[src/rtl/wb_stage_pkg.sv]
// rtl/wb_stage_pkg.sv - shared register-bus constants and load-type codes for the writeback stage
package wb_stage_pkg;
  localparam int REG_BUS      = 32;
  localparam int REG_ADDR_BUS = 5;

  localparam logic        WRITE_ENABLE = 1'b1;
  localparam logic        RST_ENABLE   = 1'b1;
  localparam logic [31:0] ZERO_WORD    = 32'h0000_0000;

  typedef enum logic [2:0] {
    LOAD_W  = 3'd0,
    LOAD_B  = 3'd1,
    LOAD_BU = 3'd2,
    LOAD_H  = 3'd3,
    LOAD_HU = 3'd4
  } load_type_e;
endpackage

[src/rtl/wb_late_fifo.sv]
// rtl/wb_late_fifo.sv - synchronous FIFO holding late-unit results until the regfile port is free
import wb_stage_pkg::*;

module wb_late_fifo #(
  parameter int WIDTH = 37,
  parameter int DEPTH = 2,
  parameter int CNT_W = $clog2(DEPTH + 1)
) (
  input  logic             clk,
  input  logic             rst,
  input  logic             push_tvalid,
  output logic             push_tready,
  input  logic [WIDTH-1:0] push_tdata,
  input  logic             pop,
  output logic             head_tvalid,
  output logic [WIDTH-1:0] head_tdata,
  output logic [CNT_W-1:0] count
);
  localparam int PTR_W = (DEPTH > 1) ? $clog2(DEPTH) : 1;

  logic [WIDTH-1:0] mem [DEPTH];
  logic [PTR_W-1:0] wr_ptr, rd_ptr;
  logic             do_push, do_pop;

  // Readiness comes from the registered count only, so a full FIFO refuses
  // a push even in a cycle where it also pops.
  assign push_tready = (rst != RST_ENABLE) && (count < CNT_W'(DEPTH));
  assign head_tvalid = (count != '0);
  assign head_tdata  = mem[rd_ptr];
  assign do_push     = push_tvalid && push_tready;
  assign do_pop      = pop && head_tvalid;

  function automatic logic [PTR_W-1:0] next_ptr(input logic [PTR_W-1:0] p);
    return (p == PTR_W'(DEPTH - 1)) ? '0 : p + PTR_W'(1);
  endfunction

  always_ff @(posedge clk) begin
    if (rst == RST_ENABLE) begin
      wr_ptr <= '0;
      rd_ptr <= '0;
      count  <= '0;
    end else begin
      if (do_push) wr_ptr <= next_ptr(wr_ptr);
      if (do_pop)  rd_ptr <= next_ptr(rd_ptr);
      case ({do_push, do_pop})
        2'b10:   count <= count + CNT_W'(1);
        2'b01:   count <= count - CNT_W'(1);
        default: count <= count;
      endcase
    end
  end

  always_ff @(posedge clk) begin
    if (do_push) mem[wr_ptr] <= push_tdata;
  end
endmodule

[src/rtl/wb_stage.sv]
// rtl/wb_stage.sv - writeback stage: slot register, load alignment, and regfile port arbitration
import wb_stage_pkg::*;

module wb_stage #(
  parameter int DATA_W     = REG_BUS,
  parameter int ADDR_W     = REG_ADDR_BUS,
  parameter int LATE_DEPTH = 2
) (
  input  logic              clk,
  input  logic              rst,
  input  logic              mem_wreg_i,
  input  logic [ADDR_W-1:0] mem_waddr_i,
  input  logic [DATA_W-1:0] mem_wdata_i,
  input  logic              mem_load_i,
  input  logic [2:0]        mem_load_type_i,
  input  logic [1:0]        mem_byte_off_i,
  input  logic [DATA_W-1:0] mem_rdata_i,
  input  logic              stall_i,
  input  logic              flush_i,
  input  logic              late_valid_i,
  output logic              late_ready_o,
  input  logic [ADDR_W-1:0] late_waddr_i,
  input  logic [DATA_W-1:0] late_wdata_i,
  output logic              wb_we_o,
  output logic [ADDR_W-1:0] wb_waddr_o,
  output logic [DATA_W-1:0] wb_wdata_o,
  output logic              stall_req_o
);
  localparam int ENTRY_W = ADDR_W + DATA_W;
  localparam int CNT_W   = $clog2(LATE_DEPTH + 1);

  logic              slot_valid, slot_done;
  logic [ADDR_W-1:0] slot_addr;
  logic [DATA_W-1:0] slot_data;
  logic [7:0]        ld_byte;
  logic [15:0]       ld_half;
  logic [DATA_W-1:0] load_data, mem_result;
  logic              slot_write, fifo_pop, fifo_nonempty;
  logic [ENTRY_W-1:0] head_tdata;
  logic [ADDR_W-1:0] head_addr;
  logic [DATA_W-1:0] head_data;
  logic [CNT_W-1:0]  fifo_count;

  always_comb begin
    ld_byte = mem_rdata_i[7:0];
    case (mem_byte_off_i)
      2'd1:    ld_byte = mem_rdata_i[15:8];
      2'd2:    ld_byte = mem_rdata_i[23:16];
      2'd3:    ld_byte = mem_rdata_i[31:24];
      default: ld_byte = mem_rdata_i[7:0];
    endcase
    // Halfword loads ignore offset[0]; misaligned accesses never reach this stage.
    ld_half   = mem_byte_off_i[1] ? mem_rdata_i[31:16] : mem_rdata_i[15:0];
    load_data = mem_rdata_i;
    case (load_type_e'(mem_load_type_i))
      LOAD_B:  load_data = {{(DATA_W-8){ld_byte[7]}}, ld_byte};
      LOAD_BU: load_data = {{(DATA_W-8){1'b0}}, ld_byte};
      LOAD_H:  load_data = {{(DATA_W-16){ld_half[15]}}, ld_half};
      LOAD_HU: load_data = {{(DATA_W-16){1'b0}}, ld_half};
      default: load_data = mem_rdata_i;
    endcase
    mem_result = mem_load_i ? load_data : mem_wdata_i;
  end

  always_ff @(posedge clk) begin
    if (rst == RST_ENABLE) begin
      slot_valid <= 1'b0;
      slot_done  <= 1'b0;
      slot_addr  <= '0;
      slot_data  <= DATA_W'(ZERO_WORD);
    end else if (flush_i) begin
      slot_valid <= 1'b0;
      slot_done  <= 1'b0;
    end else if (stall_i) begin
      // A held instruction writes once, then yields the port to the FIFO.
      slot_done  <= slot_done || slot_write;
    end else begin
      slot_valid <= mem_wreg_i && (mem_waddr_i != '0);
      slot_done  <= 1'b0;
      slot_addr  <= mem_waddr_i;
      slot_data  <= mem_result;
    end
  end

  wb_late_fifo #(
    .WIDTH (ENTRY_W),
    .DEPTH (LATE_DEPTH),
    .CNT_W (CNT_W)
  ) u_late_fifo (
    .clk         (clk),
    .rst         (rst),
    .push_tvalid (late_valid_i),
    .push_tready (late_ready_o),
    .push_tdata  ({late_waddr_i, late_wdata_i}),
    .pop         (fifo_pop),
    .head_tvalid (fifo_nonempty),
    .head_tdata  (head_tdata),
    .count       (fifo_count)
  );

  assign {head_addr, head_data} = head_tdata;
  assign slot_write = slot_valid && !slot_done;
  assign fifo_pop   = !slot_write && fifo_nonempty;

  // Entries addressed to $0 are drained through the port without a write.
  always_comb begin
    wb_we_o    = 1'b0;
    wb_waddr_o = '0;
    wb_wdata_o = DATA_W'(ZERO_WORD);
    if (slot_write) begin
      wb_we_o    = WRITE_ENABLE;
      wb_waddr_o = slot_addr;
      wb_wdata_o = slot_data;
    end else if (fifo_pop) begin
      wb_we_o    = (head_addr != '0);
      wb_waddr_o = head_addr;
      wb_wdata_o = head_data;
    end
  end

  assign stall_req_o = (fifo_count == CNT_W'(LATE_DEPTH));
endmodule

[config.mk]
export PLATFORM = sky130hd
export DESIGN_NAME = wb_stage
export DESIGN_NICKNAME = d
export VERILOG_FILES = /design/src/rtl/wb_stage_pkg.sv /design/src/rtl/wb_late_fifo.sv /design/src/rtl/wb_stage.sv
export SDC_FILE = /design/constraint.sdc
export NUM_CORES = 1
export LEC_CHECK = 0
export CAP_MARGIN = 20
export CELL_PAD_IN_SITES_DETAIL_PLACEMENT = 1
export CELL_PAD_IN_SITES_GLOBAL_PLACEMENT = 1
export CORE_MARGIN = 3
export CORE_UTILIZATION = 44
export CTS_CLUSTER_DIAMETER = 80
export CTS_CLUSTER_SIZE = 8
export DETAILED_ROUTE_END_ITERATION = 12
export DONT_BUFFER_PORTS = 1
export GPL_TIMING_DRIVEN = 0
export PLACE_DENSITY_LB_ADDON = 0.15
export SYNTH_ARGS = -nofsm -noshare
export SYNTH_HDL_FRONTEND = slang
export SYNTH_SLANG_ARGS = --single-unit
[constraint.sdc]
create_clock -name clk -period 3.04 [get_ports clk]
set_clock_uncertainty 0.1 [all_clocks]
set_input_delay 0.608 -clock clk [delete_from_list [all_inputs] [get_ports clk]]
set_output_delay 0.608 -clock clk [all_outputs]
set_load 0.01 [all_outputs]
* Word level (Yosys, flattened, before mapping)
Memories as Yosys holds them, arrays and structs flattened. A register that Yosys moved wholly into a read port is not among the register bits.
Cells that the tools add are included.
Widths: inputs -> output; s select.
** Cells by class
- Add/sub/neg operators :: 4
- Order comparisons :: 1
- Equal/unequal tests :: 10
- Muxes and demuxes :: 17
- Bitwise operators :: 3
- Reductions and logical operators :: 16
** Operators with widths (number)
- $pmux 32 s4 :: 1
- $mux 32 :: 3
- $pmux 8 s3 :: 1
- $mux 16 :: 1
- $mux 5 :: 2
- $reduce_bool 5->1 :: 2
- $eq 2x2->1 const B :: 4
- $mux 1 :: 8
- $eq 3x2->1 const B :: 2
- $logic_and 1x1->1 :: 6
- $eq 2x1->1 const B :: 2
- $pmux 2 s2 :: 1
- $reduce_bool 2->1 :: 2
- $eq 3x1->1 const B :: 1
- $eq 3x3->1 const B :: 1
- $not 1->1 :: 3
- $reduce_or 3->1 :: 1
- $add 1x1->1 const B :: 2
- $add 2x1->2 const B :: 1
- $logic_not 1->1 :: 2
- $lt 2x2->1 const B :: 1
- $reduce_and 2->1 :: 1
- $reduce_or 2->1 :: 1
- $sub 2x1->2 const B :: 1
- $logic_or 1x1->1 :: 1
** Storage, ports and cells
- Register bits after elaboration :: 43
- RAM bits :: 74
- Bits of input ports :: 118
- Memories :: 1
** Memories
- u_late_fifo.mem :: words 2, width 37, read ports 1, clocked after Yosys merged registers in 1, write ports 1, line wb_late_fifo.sv:21 : logic [WIDTH-1:0] mem [DEPTH];

* Longest topological paths before layout
Gate-level depths: netlist (run 1).
- Depth in word-level cells :: 7
- Gate-level depth with buffers :: 9

* Hierarchy
From an unflattened synthesis (run 1), not the netlist that was laid out.
** Second synthesis, totals
- Cells, all modules :: 558
- Area total of the unflattened synthesis :: 5709.2 um2
** Modules (own cells, without submodules)
- wb_late_fifo :: times used 1, cells each 139, area each 2882.8 um2, sequential area each 2322.2 um2
- wb_stage :: times used 1, cells each 419, area each 2826.5 um2, sequential area each 780.7 um2

* Worst setup path after synthesis (run 1)
No wires, ideal clock.
- Path type :: in2reg
- Start point :: input rst
- End point :: memory u_late_fifo.mem[0][0] (enable)
- Setup time :: 431 ps
- Arrival time :: 2705 ps
- Setup slack :: -197 ps
- Cell stages on the path :: 4
- Path through :: clkbuf_1 nor2_1 nand2_1 nor2_1
** On the way
- Word-level cells in the longest chain between the ends :: 5
** Ends and longest elaborated chain
- start, declared :: line wb_stage.sv:10 : input logic rst,
- $not 1->1 :: line wb_late_fifo.sv:27 : assign push_tready = (rst != RST_ENABLE) && (count < CNT_W'(DEPTH));
- $logic_and 1x1->1 :: line wb_late_fifo.sv:27
- named net late_ready_o :: line wb_stage.sv:21 : output logic late_ready_o,
- $logic_and 1x1->1 :: line wb_late_fifo.sv:30 : assign do_push = push_tvalid && push_tready;
- $mux 1 :: line wb_late_fifo.sv:54 : if (do_push) mem[wr_ptr] <= push_tdata;
- $mux 1 (not written as such) :: line wb_late_fifo.sv:54
- end, declared :: line wb_late_fifo.sv:21
The timed path passes the listed nets, and every way through them passes these cells.

* Worst setup path after layout (run 1)
- Start point :: register slot_valid
- End point :: output wb_wdata_o[26]
** On the way
- Word-level cells in the longest chain between the ends :: 5
** Ends and longest elaborated chain
- start, declared :: line wb_stage.sv:32 : logic slot_valid, slot_done;
- start signal, assigned :: line wb_stage.sv:78 : slot_valid <= mem_wreg_i && (mem_waddr_i != '0);
- $logic_and 1x1->1 * :: line wb_stage.sv:102 : assign slot_write = slot_valid && !slot_done;
- $logic_not 1->1 :: line wb_stage.sv:103 : assign fifo_pop = !slot_write && fifo_nonempty;
- $logic_and 1x1->1 :: line wb_stage.sv:103
- $mux 32 :: line wb_stage.sv:114 : end else if (fifo_pop) begin
- $mux 32 * :: line wb_stage.sv:110 : if (slot_write) begin
- end, declared :: line wb_stage.sv:26 : output logic [DATA_W-1:0] wb_wdata_o,
Mark *: on every way between the ends. The rest lies on a longest branch, timed or not.

==> run summary, run 1 <==
placed instance count: 718
Max-Cap Viols: 0
Setup WS pre-CTS: 0.351 ns
unique cell type count in the Yosys netlist: 59
Routability Congestion: 0.868
layout cell share with drive strength beyond 1: 14.0%
area of the multi-input gates: 2530 µm²
drt total wl: 18.9 mm
max incr delay on CP: 0.42 ns
Max Clk Rate: 350 MHz
Crit. End Element: output port
area leader, netlist: edfxtp_1
Adder-Cell Fraction of Synth Area: 0.214%
Die Wd: 121 µm
Synth Instances: 544
Pins Over Slew Limit: 0
initial core utilization: 45.7%
worst-margin pin slew: 0.704 ns
synth warn: 0
multiplexer share of the synthesized area: 9.32%
fin area: 6760 µm²
Setup Crit Path Kind: flop to output port
Via density: 6.19
Hold Crit Depth: 1
Power, Total: 5220 µW
worst ir drop on vdd: 553 µV
simple-gate share of the synthesized area: 12.0%
Tcrit/Tclk final: 94.1%
largest net degree at the start of global routing: 23
status: complete, no violations
Power per Cell Area: 772 nW/µm²
Rel. slew slack: 52.9%
Post-Syn Area per Cell: 10.7 µm²
Worst R2R Setup Slack: 0.39 ns
via count: 4,653
Seq. cell area: 3100 µm²
CTS Buffer Depth: 2
Die H: 121 µm
post-CTS setup buffers: 0
CTS tree: done
main area contributors after synthesis: edfxtp_1 (38%), dfxtp_1 (15%), mux2i_1 (8.7%)
# hold bufs at CTS: 0
final hold violations: 0
Setup crit start: slot_valid$_SDFFE_PP0N_
Static Leak: 0.00224 µW
Cell Count, Final, Fillers Out: 752
critical path endpoint: wb_wdata_o[26]
Final nets: 684
most common cell in the netlist: nand2_1
Total Routing Usage GR: 26.2%
Setup TNS Final: 0 ns
Syn Nets: 663
initial antenna violation count: 3
PnR worst setup slack: 0.180 ns
# resized after CTS: 0
compound-gate portion of the synthesized area: 20.9%
CP top delay family: buffers and inverters
synth cell count leaders: nand2_1 (85), o21ai_0 (75), edfxtp_1 (74)
crit path time final: 2.86 ns
WL/cell: 25.2 µm
ANT nets after route: 0
Post-route DRC: 0
core footprint: 12,800 µm²
Placement Cell Area: 6120 µm²
Synth top area share: 38.1%
hpwl dp: 14.3 mm
first-pass GRT wire length: 28.6 mm
port bufs: 0
Critical Path Fanout Max: 10
GRT overflow: 0
vias in the first global route: 4,992
H-tree levels: 4
combinational family with the most area after synthesis: compound AO/OA/AOI/OAI gates
clk slew on worst S/H paths: 0.06 ns
row count: 41
Worst Reg-to-Reg Cells: 8
Top Ports: 158
clock latency on the worst-skew pair: 0.42 ns
Critical Path Start Type: flop
WP buf/inv: 2
Post-Syn Area: 5840 µm²
critical path depth: 5
Most used DFF post-synth: edfxtp_1
Worst path slowest cell: o21ai_0
die area: 14,700 µm²
sequential area share after synthesis: 53.1%
CP arrival: 2.15 ns
CP Data Required Time: 2.33 ns
clock sink total: 118
DRT Pass-1 Iters: 5
Area Overhead vs Synth: 15.7%
crit-path cells: nor2b_1 > or2_2 > clkbuf_1 > clkbuf_2 > o21ai_0
worst min-delay path class: input port to flop
EDFF count, synth: 74
ys async rst share: 0%
Synth Register Bits: 118
Reg-to-Reg End: u_late_fifo.count[1]$_SDFFE_PP0P_
Filler Cells Inserted: 1,335
CTS Buf Count: 17
clock root cell: clkbuf_16
Post-Synth XOR/XNOR Area: 0.750%
First DRT Iteration DRCs: 334
unrepaired setup endpoints after global routing: false
worst r2r src: slot_valid$_SDFFE_PP0N_
final setup fails: 0
## kinds of logic (layout without fill, tap and decap cells)
logic type      after synthesis  count (layout)
compound gates              172             172
simple gates                149             149
xor+xnor                      5               5
flops                       118             118
mux                          53              53
other cells                   0               2
fa+ha+maj                     1               1
buf+inv                      46              80
## worst min-delay path by stage
stage	start	end	slack, ns
2_1_floorplan	slot_data[0]$_SDFFE_PP0P_	slot_data[0]$_SDFFE_PP0P_	0.32
3_3_place_gp	slot_data[6]$_SDFFE_PP0P_	slot_data[6]$_SDFFE_PP0P_	0.34
3_5_place_dp	slot_data[5]$_SDFFE_PP0P_	slot_data[5]$_SDFFE_PP0P_	0.36
4_1_cts	flush_i	slot_done$_SDFF_PP0_	0.14
5_1_grt	flush_i	slot_done$_SDFF_PP0_	0.14
6_report	flush_i	slot_done$_SDFF_PP0_	0.15
## sequential cells by signal (all words and copies together), names as in the netlist, named ones only
name	cells
slot_data	32
u_late_fifo.rd_ptr	1
u_late_fifo.wr_ptr	1
u_late_fifo.mem	74
slot_addr	5
u_late_fifo.count	2
slot_valid	1
slot_done	1
## report_power, final
group          internal (µW)  switching [µW]
Clock                   1420             735
Combinational            395             767
Sequential              1840            62.1
Total                   3650            1560
## area by class of cell
type	count	share of cell area (%)
clock inverter	10	2.50
inverter	5	0.278
timing repair buffer	2	0.815
clock buffer	22	6.87
buffer	41	2.98
tap	172	3.18
multi-input combinational	380	37.4
sequential	118	45.9
antenna	2	0.0740
## layer usage
metal | routed length, µm | GRT usage [%]
met1 | 7280 | 30.2
met2 | 9140 | 42.5
met3 | 1820 | 11.5
met4 | 674 | 11.5
met5 | 23 | 0
## through the flow
stage / util [%] / hold slack (ns)
6_report: 52.9 / 0.154
5_1_grt: 52.9 / 0.142
3_3_place_gp: 47.4 / 0.343
2_1_floorplan: - / 0.325
4_1_cts: 52.9 / 0.139
3_5_place_dp: 47.9 / 0.358
## cells in the final DEF, fill, tap and decap left out, types with 9 or more instances in the layout
cell,synthesis,layout
mux2i_1,51,51
a221oi_1,16,16
clkbuf_1,21,22
clkbuf_16,0,17
a31oi_1,9,9
a22oi_1,9,9
nand2_1,85,85
or3_1,9,9
dfxtp_1,44,44
a22oi_2,10,10
buf_2,15,15
edfxtp_1,74,74
nor2_1,18,17
a21oi_1,9,9
o21ai_0,75,75
No activity file was read; power rests on OpenSTA's default activity.
==> inputs of run 2 (changes only) <==
Settings changed: SLEW_MARGIN set to 40.
==> run summary, run 2 (same netlist as run 1, synthesis figures left out) <==
port bufs: 0 (unchanged)
CTS Buf Count: 17 (unchanged)
most common cell after layout, fill and taps aside: nand2_1
Die Wd: 121 µm (unchanged)
initial core utilization: 45.7% (unchanged)
CP top delay family: simple AND/OR/NAND/NOR gates
number of flip-flops in the largest register: 74 (unchanged)
vias in the first global route: 4,945 (-0.94%)
Critical Path Start Type: flop
Crit. End Element: output port
Worst Reg-to-Reg Cells: 7 (-1)
ANT nets after route: 0 (unchanged)
Top Ports: 158 (unchanged)
GRT overflow: 0 (unchanged)
Critical Path Fanout Max: 12 (+2)
WP buf/inv: 1 (-1)
Power per Cell Area: 740 nW/µm² (-4.2%)
crit path time final: 2.86 ns (+0.00156 ns)
crit-path cells: nor2b_1 > or2_2 > clkbuf_1 > o21ai_0
clock latency on the worst-skew pair: 0.42 ns (about the same)
DRT Pass-1 Iters: 5 (unchanged)
Via density: 6.09 (-1.5%)
most used routing layer: met2
post-CTS setup buffers: 0 (unchanged)
Setup Crit Path Kind: flop to output port
Max-Cap Viols: 0 (unchanged)
Area Overhead vs Synth: 14.2%
worst min-delay path class: input port to flop
final hold violations: 0 (unchanged)
Rel. slew slack: 55.7% (+2.8 points)
Static Leak: 0.00220 µW (-1.7%)
M1 GR Usage: 30.2% (about the same)
clock sink total: 118 (unchanged)
via count: 4,575 (-1.7%)
largest net degree at the start of global routing: 38 (+65%)
CP Data Required Time: 2.33 ns (about the same)
most frequent cells in the layout: nand2_1 (85), o21ai_0 (75), edfxtp_1 (74)
H-tree levels: 4 (unchanged)
max incr delay on CP: 0.42 ns (about the same)
CTS tree: done
worst r2r src: slot_valid$_SDFFE_PP0N_
worst ir drop on vdd: 501 µV (-9.3%)
Placement Cell Area: 6110 µm² (-0.14%)
Tcrit/Tclk final: 94.1% (about the same)
drt total wl: 18.7 mm (-1.1%)
layout cell share with drive strength beyond 1: 14.4% (+0.37 points)
fin area: 6670 µm² (-1.4%)
worst-margin pin slew: 0.663 ns (-0.0414 ns)
clock root cell: clkbuf_16
row count: 41 (unchanged)
Final Util: 52.2% (-0.72 points)
hpwl dp: 14.3 mm (about the same)
die area: 14,700 µm² (unchanged)
CTS Buffer Depth: 2 (unchanged)
final setup fails: 0 (unchanged)
PnR worst setup slack: 0.179 ns (-0.00156 ns)
Max Clk Rate: 349 MHz (about the same)
met2 Use GR: 42.8% (+0.28 points)
Total Routing Usage GR: 26.2% (-0.070 points)
Hold Crit Depth: 1 (unchanged)
Worst Hold End: slot_done$_SDFF_PP0_
global-route track usage on met3: 11.0% (-0.56 points)
WL/cell: 24.9 µm (-0.99%)
hold path startpoint: flush_i
# hold bufs at CTS: 0 (unchanged)
Worst R2R Setup Slack: 0.58 ns (+0.19 ns)
Pins Over Slew Limit: 0 (unchanged)
First DRT Iteration DRCs: 317 (-5.1%)
Routability Congestion: 0.868 (unchanged)
unrepaired setup endpoints after global routing: false
Worst path slowest cell: clkbuf_1
status: complete, no violations
register with the most flip-flops: u_late_fifo.mem
Largest regs: u_late_fifo.mem: 74 flops, slot_data: 32 flops, slot_addr: 5 flops
Post-route DRC: 0 (unchanged)
CP arrival: 2.15 ns (about the same)
first-pass GRT wire length: 28.5 mm (-0.24%)
Setup WS pre-CTS: 0.368 ns (+0.0167 ns)
clk slew on worst S/H paths: 0.05 ns (about the same)
Final nets: 683 (-0.15%)
core footprint: 12,800 µm² (unchanged)
initial antenna violation count: 3 (unchanged)
Reg-to-Reg End: u_late_fifo.count[1]$_SDFFE_PP0P_
Die H: 121 µm (unchanged)
## run 2: worst max-delay path by stage
stage,to,depth (start not counted),slack [ns],startpoint
after floorplan,u_late_fifo.mem[0][0]$_DFFE_PP_,4,0.41,rst
after global placement,u_late_fifo.mem[0][19]$_DFFE_PP_,4,-0.38,rst
after detailed placement,u_late_fifo.count[1]$_SDFFE_PP0P_,8,0.37,slot_valid$_SDFFE_PP0N_
after CTS,wb_wdata_o[22],5,0.02,slot_valid$_SDFFE_PP0N_
after global routing,wb_wdata_o[15],4,0.01,slot_valid$_SDFFE_PP0N_
final,wb_wdata_o[14],4,0.18,slot_valid$_SDFFE_PP0N_
## run 2: metal layers
| metal | vias to the layer above | share of wire, % |
|---|---|---|
| li1 | 2119 | - |
| met3 | 46 | 8.9 |
| met2 | 166 | 48 |
| met5 | - | 0.18 |
| met1 | 2240 | 39 |
| met4 | 4 | 3.1 |
## run 2: where the power goes
part / switching, µW / internal, µW / total [µW] / leakage, µW
combinational: 758 / 392 / 1150 / 0.000890
clock: 761 / 1120 / 1880 / 0.000269
sequential: 62.5 / 1840 / 1900 / 0.00104
total: 1580 / 3350 / 4930 / 0.00220
## run 2: layout make-up
type | instances | area (µm²)
clock inverters | 15 | 130
inverters | 5 | 18.8
multi-input cells | 380 | 2530
fillers | 1331 | 6110
flip-flops and latches | 118 | 3100
clock buffers | 17 | 425
plain buffers | 40 | 196
repair buffers | 2 | 42.5
diodes | 2 | 5.00
well taps | 172 | 215
## run 2: stage by stage
stage          instances  hold slack, ns  power, µW  setup TNS, ns
2_1_floorplan        544           0.325       2780              0
3_3_place_gp         716           0.343       3040         -19.74
3_5_place_dp         718           0.354       3100              0
4_1_cts              749           0.136       4990              0
5_1_grt              750           0.149       5170              0
6_report             751           0.160       4930              0
## run 2: what timing repair did
item,4_1_cts,5_1_grt
gates resized for setup,0,2
setup endpoints to repair,9,20
endpoints found under the hold margin,0,0
